File: config.mk
export PLATFORM = sky130hd
export DESIGN_NAME = mod_mul_serial
export DESIGN_NICKNAME = d
export VERILOG_FILES = /design/src/rtl/mod_mul_serial.sv
export SDC_FILE = /design/constraint.sdc
export NUM_CORES = 1
export LEC_CHECK = 0
export CAP_MARGIN = 10
export CORE_ASPECT_RATIO = 1.25
export CORE_UTILIZATION = 41
export CTS_CLUSTER_SIZE = 20
export DETAILED_ROUTE_END_ITERATION = 16
export GPL_ROUTABILITY_DRIVEN = 1
export PLACE_DENSITY = 0.69
export SKIP_CTS_REPAIR_TIMING = 1
export SLEW_MARGIN = 25
export SYNTH_ARGS = -nofsm -noshare
export SYNTH_HDL_FRONTEND = slang
export SYNTH_SLANG_ARGS = --single-unit
File: constraint.sdc
create_clock -name iClk -period 11 [get_ports iClk]
set_input_delay 2.2 -clock iClk [delete_from_list [all_inputs] [get_ports iClk]]
set_output_delay 2.2 -clock iClk [all_outputs]
set_load 0.05 [all_outputs]
File: src/rtl/mod_mul_serial.sv
// rtl/mod_mul_serial.sv - bit-serial modular multiplier, (A*B) mod M, MSB-first double-and-add
module mod_mul_serial #(
  parameter int BITWIDTH = 32
) (
  input  logic                iClk,
  input  logic                iRstN,
  input  logic                iEn,
  input  logic                iClr,
  input  logic                iStart,
  input  logic [BITWIDTH-1:0] iA,
  input  logic [BITWIDTH-1:0] iB,
  input  logic [BITWIDTH-1:0] iMod,
  output logic                oBusy,
  output logic                oDone,
  output logic [BITWIDTH-1:0] oData
);

  localparam int CW = (BITWIDTH > 1) ? $clog2(BITWIDTH) : 1;

  typedef enum logic [1:0] {
    IDLE = 2'd0,
    RUN  = 2'd1,
    DONE = 2'd2
  } state_t;

  state_t              state_q;
  logic [BITWIDTH-1:0] a_q;
  logic [BITWIDTH-1:0] b_q;
  logic [BITWIDTH-1:0] m_q;
  logic [BITWIDTH-1:0] acc_q;
  logic [BITWIDTH-1:0] data_q;
  logic [CW-1:0]       cnt_q;
  logic                busy_q;
  logic                done_q;

  logic [BITWIDTH:0]   dbl;
  logic [BITWIDTH-1:0] dbl_red;
  logic [BITWIDTH-1:0] addend;
  logic [BITWIDTH:0]   sum;
  logic [BITWIDTH-1:0] acc_d;
  logic                start_ok;

  // One MSB-first step; sums carry an extra bit so M near 2^BITWIDTH cannot overflow.
  always_comb begin
    dbl     = {acc_q, 1'b0};
    dbl_red = (dbl >= {1'b0, m_q}) ? BITWIDTH'(dbl - {1'b0, m_q}) : dbl[BITWIDTH-1:0];
    addend  = b_q[BITWIDTH-1] ? a_q : '0;
    sum     = {1'b0, dbl_red} + {1'b0, addend};
    acc_d   = (sum >= {1'b0, m_q}) ? BITWIDTH'(sum - {1'b0, m_q}) : sum[BITWIDTH-1:0];
  end

  assign start_ok = iEn && !iClr && iStart && (state_q != RUN);

  always_ff @(posedge iClk) begin
    if (!iRstN) begin
      state_q <= IDLE;
      a_q     <= '0;
      b_q     <= '0;
      m_q     <= '0;
      acc_q   <= '0;
      data_q  <= '0;
      cnt_q   <= '0;
      busy_q  <= 1'b0;
      done_q  <= 1'b0;
    end else if (iClr) begin
      state_q <= IDLE;
      acc_q   <= '0;
      cnt_q   <= '0;
      data_q  <= '0;
      busy_q  <= 1'b0;
      done_q  <= 1'b0;
    end else if (iEn) begin
      if (start_ok) begin
        a_q     <= iA;
        b_q     <= iB;
        m_q     <= iMod;
        acc_q   <= '0;
        cnt_q   <= CW'(BITWIDTH - 1);
        state_q <= RUN;
        busy_q  <= 1'b1;
        done_q  <= 1'b0;
      end else begin
        case (state_q)
          RUN: begin
            acc_q <= acc_d;
            b_q   <= b_q << 1;
            cnt_q <= cnt_q - CW'(1);
            if (cnt_q == '0) begin
              state_q <= DONE;
              data_q  <= acc_d;
              busy_q  <= 1'b0;
              done_q  <= 1'b1;
            end
          end
          DONE: begin
            state_q <= IDLE;
            done_q  <= 1'b0;
          end
          default: begin
            state_q <= IDLE;
            busy_q  <= 1'b0;
            done_q  <= 1'b0;
          end
        endcase
      end
    end
  end

  assign oBusy = busy_q;
  assign oDone = done_q;
  assign oData = data_q;

endmodule

==> results.yml, run 1 <==
floorplanning:
  num_rows: 69
  coreArea_um2: 28490
  die_w_um: 154.2
  dieArea_um2: 29660
  pin_count: 135
  start_util_pct: 41.70
  chipHeight_um: 192.3
logic_synthesis:
  synth_top_area_cell: "dfxtp_1"
  syn_inst: 1503
  ys_seq_area_share_pct: 28.31
  ys_types: 66
  synth.area.top_cells: "dfxtp_1 28%, ha_1 10%, nand2_1 7.6%, a21boi_0 6.4%, o21ai_0 5.0%"
  ys.flop_type: "dfxtp_1"
  yosysWarnings: 0
  synthesis.area_um2: 11880
  synth_area_per_cell_um2: 7.903
  synth_edf_count: 0
  synth_nets: 1705
  synth_top_area_share_pct: 28.31
  ys_seq_elements: 168
  ys_async_sr_fraction_pct: 0
grt:
  grt_overflow: 0
  antenna_found_initial: 0
  grt_pass1_wl_um: 55260
  grt_usage_pct: 23.62
  grt_pass1_vias: 10740
  grt_start_max_net_pins: 99
critical_path:
  r2r_setup_slack_ps: 1430
  setup.worst_path.class: "reg -> reg"
  startpoint_type: "flop"
  rr_worst_depth: 35
  max_stage_delay_ps: 700
  slowest_stage: "o21a_1"
  required_ps: 11320
  cp-end-kind: "flop"
  critPathArrivalTime_ps: 9890
  rr_startpoint: "m_q[4]"
  critPathMaxFanout: 20
  r2r-end: "oData[17]"
hold_path:
  holdCritStartpoint: "a_q[28]"
  min_to: "a_q[28]"
  holdPathStages: 2
  hold_path.class: "reg -> reg"
place:
  io_buffers: 134
  place_hpwl_um: 26180
  place.gp.congestion: 0.9947
route:
  routedWlPerCell_um: 17.87
  drt_iter0_drc: 554
  postRouteAntennaNets: 0
  drc_errors: 0
  drt-pass1-iter-count: 7
  routed_wl_um: 34940
  viasPerCell: 5.679
  via_count: 11100
pwr:
  vdd_drop_max_uv: 108.6
  leakagePower_nw: 5.598
  power.density_nw_per_um2: 189.4
  power_mw: 2.666
clock_network:
  clock-sinks: 168
  clk_pin_slew_worst_paths_ps: 80
  clk_path_buf_depth: 2
  cts_tree: "built"
  cts_root_buf: "clkbuf_16"
  numCtsBuffers: 17
  htreeDepth: 4
  insertion_delay_ps: 450
sta:
  hold_viol_final: 0
  drv_slew: 0
  min_period_ps: 9567
  rsz0062_at_grt: "no"
  tns_ps: 0
  fmax_ghz: 0.1045
  setup_viol: 0
  max_slew_margin_pct: 30.87
  skew_ps: 18.98
  post-route-period-util_pct: 86.97
  tightest_slew_ps: 1037
finish:
  multi_input_area_um2: 8048
  final_nets: 1789
  nFillCells: 2845
  seqCellArea_um2: 3363
  final_cell_mix: "242 x nand2_1, 168 x dfxtp_1, 133 x clkdlybuf4s50_1, 118 x o21ai_0, 115 x a21oi_1"
  final_common_cell: "nand2_1"
  drive_gt1_share_pct: 5.813
  diodes: 0
  area_growth_pct: 18.48
flow_run:
  drv_cap: 0
run_status:
  status: "finished clean"
metrics by stage:
step | hold WS, ps | instance area [um^2] | cells | utilization [%] | setup WS (ps)
after global placement | 450.9 | 13450 | 1922 | 47.22 | 1775
after floorplan | 438.8 | 11880 | 1503 | - | 3739
final | 460.5 | 14070 | 1955 | 49.40 | 1433
after detailed placement | 454.8 | 13450 | 1922 | 47.22 | 1662
after global routing | 476.9 | 14070 | 1955 | 49.40 | 943.0
after CTS | 464.1 | 14050 | 1954 | 49.33 | 1644
cells by family after synthesis:
family	share of synthesized area [%]
compound gates	26.84
xor+xnor	6.120
fa+ha+maj	10.83
buf+inv	4.403
flops	28.31
mux	5.509
simple gates	17.99
synthesized netlist by cell type, types with 4 or more instances:
library cell  count
a2111oi_0         4
a211oi_1         12
a21boi_0        102
a21o_1           33
a21oi_1         115
a311oi_1          4
a31oi_1           6
and2_1           36
and3_1            9
buf_2             7
clkbuf_1         64
dfxtp_1         168
ha_1             98
inv_1            56
mux2_2           31
mux2i_1          29
nand2_1         242
nand2b_1         14
nand3_1          28
nand4_1          13
nor2_1           62
nor2b_1          17
nor3_1           17
nor4b_1           4
o211ai_1         10
o21a_1           11
o21ai_0         118
o21bai_1         12
o221ai_1         33
or3_1             7
xnor2_1          58
xor2_1           25
area by class of cell:
class | instances | share of cell area (%)
multi-input cells | 1202 | 57.18
inverters | 56 | 1.493
well taps | 355 | 3.156
clock inverters | 14 | 1.147
repair buffers | 142 | 10.01
clock buffers | 18 | 3.120
flip-flops and latches | 168 | 23.90
where the power goes:
group	switching (mW)	total, mW	internal, mW
clock network	0.289	0.617	0.328
registers	0.00650	0.626	0.619
logic	0.826	1.42	0.597
total	1.12	2.67	1.54
critical path, delay by kind of cell (launching register included):
family | cells | cell delay, ps
mux | 2 | 710
buf+inv | 4 | 960
compound gates | 16 | 4520
flops | 1 | 350
fa+ha+maj | 3 | 1120
simple gates | 9 | 1530
xor+xnor | 1 | 220
per-layer routing:
metal | global-route usage (%) | wire [um]
met4 | 8.923 | 907
met2 | 42.76 | 17140
met1 | 27.86 | 15040
met3 | 3.885 | 1849
met5 | 0 | 0
how the worst max path moves through the flow:
stage           endpoint  cells after the start  startpoint
3_3_place_gp   oData[17]                     35      m_q[1]
5_1_grt         acc_q[8]                     35      m_q[4]
2_1_floorplan  oData[26]                     35     m_q[10]
6_report       oData[17]                     35      m_q[4]
3_5_place_dp   oData[17]                     35      m_q[4]
4_1_cts        oData[17]                     35      m_q[4]
sequential cells by signal, summed over array words and instances, names as in the netlist:
register / count
a_q: 32
cnt_q: 5
state_q: 2
acc_q: 32
m_q: 32
oData: 32
oBusy: 1
b_q: 32
No activity file was read; power rests on OpenSTA's default activity.
==> inputs of run 2 (changes only) <==
--- a/config.mk
+++ b/config.mk
@@ -6,12 +6,14 @@
 export NUM_CORES = 1
 export LEC_CHECK = 0
 export CAP_MARGIN = 10
+export CELL_PAD_IN_SITES_DETAIL_PLACEMENT = 0
+export CELL_PAD_IN_SITES_GLOBAL_PLACEMENT = 1
 export CORE_ASPECT_RATIO = 1.25
 export CORE_UTILIZATION = 41
 export CTS_CLUSTER_SIZE = 20
 export DETAILED_ROUTE_END_ITERATION = 16
 export GPL_ROUTABILITY_DRIVEN = 1
-export PLACE_DENSITY = 0.69
+export PLACE_DENSITY = 0.87
 export SKIP_CTS_REPAIR_TIMING = 1
 export SLEW_MARGIN = 25
 export SYNTH_ARGS = -nofsm -noshare
==> run 2 against run 1 <==
Compared with the run above:
- sequential power is essentially flat
- via count decreased by 0.40%
- sequential share of layout area about the same
- utilization hardly changed
- critical endpoint unchanged
- largest power group unchanged
==> results.yml, run 2 (synthesis gave the netlist of run 1 again) <==
sta:
  tns_ps: 0
  min_period_ps: 9029
  drv_slew: 0
  hold_viol_final: 0
  rsz0062_at_grt: "no"
  setup_viol: 0
  skew_ps: 14.80
  tightest_slew_ps: 1006
  max_slew_margin_pct: 32.75
  post-route-period-util_pct: 82.08
  fmax_ghz: 0.1108
place:
  io_buffers: 134
  place_hpwl_um: 25700
  place.gp.congestion: 0.9468
  post-place-cells: 1923
floorplanning:
  die_w_um: 154.2
  chipHeight_um: 192.3
  pin_count: 135
  start_util_pct: 41.70
  dieArea_um2: 29660
  coreArea_um2: 28490
  num_rows: 69
grt:
  grt_overflow: 0
  grt_usage_pct: 23.58
  grt_pass1_vias: 10770
  grt_pass1_wl_um: 55180
  antenna_found_initial: 0
  grt_start_max_net_pins: 98
finish:
  final_cell_mix: "242 x nand2_1, 168 x dfxtp_1, 133 x clkdlybuf4s50_1, 118 x o21ai_0, 115 x a21oi_1"
  final_cells: 1955
  final_nets: 1790
  multi_input_area_um2: 8043
  final_common_cell: "nand2_1"
  seqCellArea_um2: 3363
  diodes: 0
  drive_gt1_share_pct: 5.688
  area_growth_pct: 18.39
  nFillCells: 2786
critical_path:
  critPathMaxFanout: 28
  startpoint_type: "flop"
  cp-end-kind: "flop"
  critPathBufInv: 4
  setup.worst_path.class: "reg -> reg"
  slowest_stage: "buf_4"
  critPathArrivalTime_ps: 9350
  required_ps: 11320
  worst_path_dominant_cell_family: "compound AO/OA/AOI/OAI gates"
  max_stage_delay_ps: 470
route:
  via_count: 11060
  viasPerCell: 5.657
  drt-pass1-iter-count: 5
  postRouteAntennaNets: 0
  drc_errors: 0
  routedWlPerCell_um: 17.75
  routed_wl_um: 34700
  drt_iter0_drc: 574
pwr:
  power.density_nw_per_um2: 188.9
  leakagePower_nw: 5.600
  vdd_drop_max_uv: 107.4
clock_network:
  insertion_delay_ps: 460
  cts_tree: "built"
  numCtsBuffers: 17
  clk_pin_slew_worst_paths_ps: 80
  htreeDepth: 4
  clk_path_buf_depth: 2
  cts_root_buf: "clkbuf_16"
  clock-sinks: 168
hold_path:
  hold_path.class: "reg -> reg"
run_status:
  status: "finished clean"
flow_run:
  drv_cap: 0
[run 2: worst paths after layout]
kind	endpoint	startpoint	depth (start not counted)	slack [ps]
worst min register to register	a_q[26]	a_q[26]	2	460
worst min-delay path	a_q[26]	a_q[26]	2	460
worst max-delay path	oData[17]	m_q[4]	35	1970
worst max register to register	oData[17]	m_q[4]	35	1970
[run 2: cell type report]
class	count	area share, %
multi-input cells	1202	57.19
flip-flops and latches	168	23.91
repair buffers	143	10.07
clock buffers	20	3.176
well taps	355	3.158
inverters	56	1.495
clock inverters	11	0.9964
[run 2: through the flow]
step	hold slack (ps)	total power [mW]	utilization, %	setup WS (ps)	instance area, um^2
global route	483.5	2.818	49.36	1304	14060
global placement	450.3	2.014	47.23	2231	13460
CTS	464.3	2.648	49.29	2052	14040
detailed placement	455.6	2.024	47.23	2079	13460
finish	460.0	2.656	49.36	1971	14060
floorplan	438.8	1.697	-	3739	11880
[run 2: report_power, final]
| part | internal [mW] | leakage, nW | switching (mW) |
|---|---|---|---|
| clock | 0.345 | 0.278 | 0.274 |
| sequential | 0.619 | 1.36 | 0.00644 |
| combinational | 0.593 | 3.96 | 0.819 |
| total | 1.56 | 5.60 | 1.10 |
[run 2: per-layer routing]
layer  GRT usage (%)  vias to the layer above  wire (um)
li1                -                     5537          -
met5               0                        -          0
met3           4.357                       76       1527
met2           41.10                      271      16560
met4           12.31                        0       1352
met1           27.54                     5175      15260
[run 2: tightest hold or removal path: stages, from the launching register on]
cell	delay, ps
dfxtp_1	300
nand2_1	40
a21boi_0	60
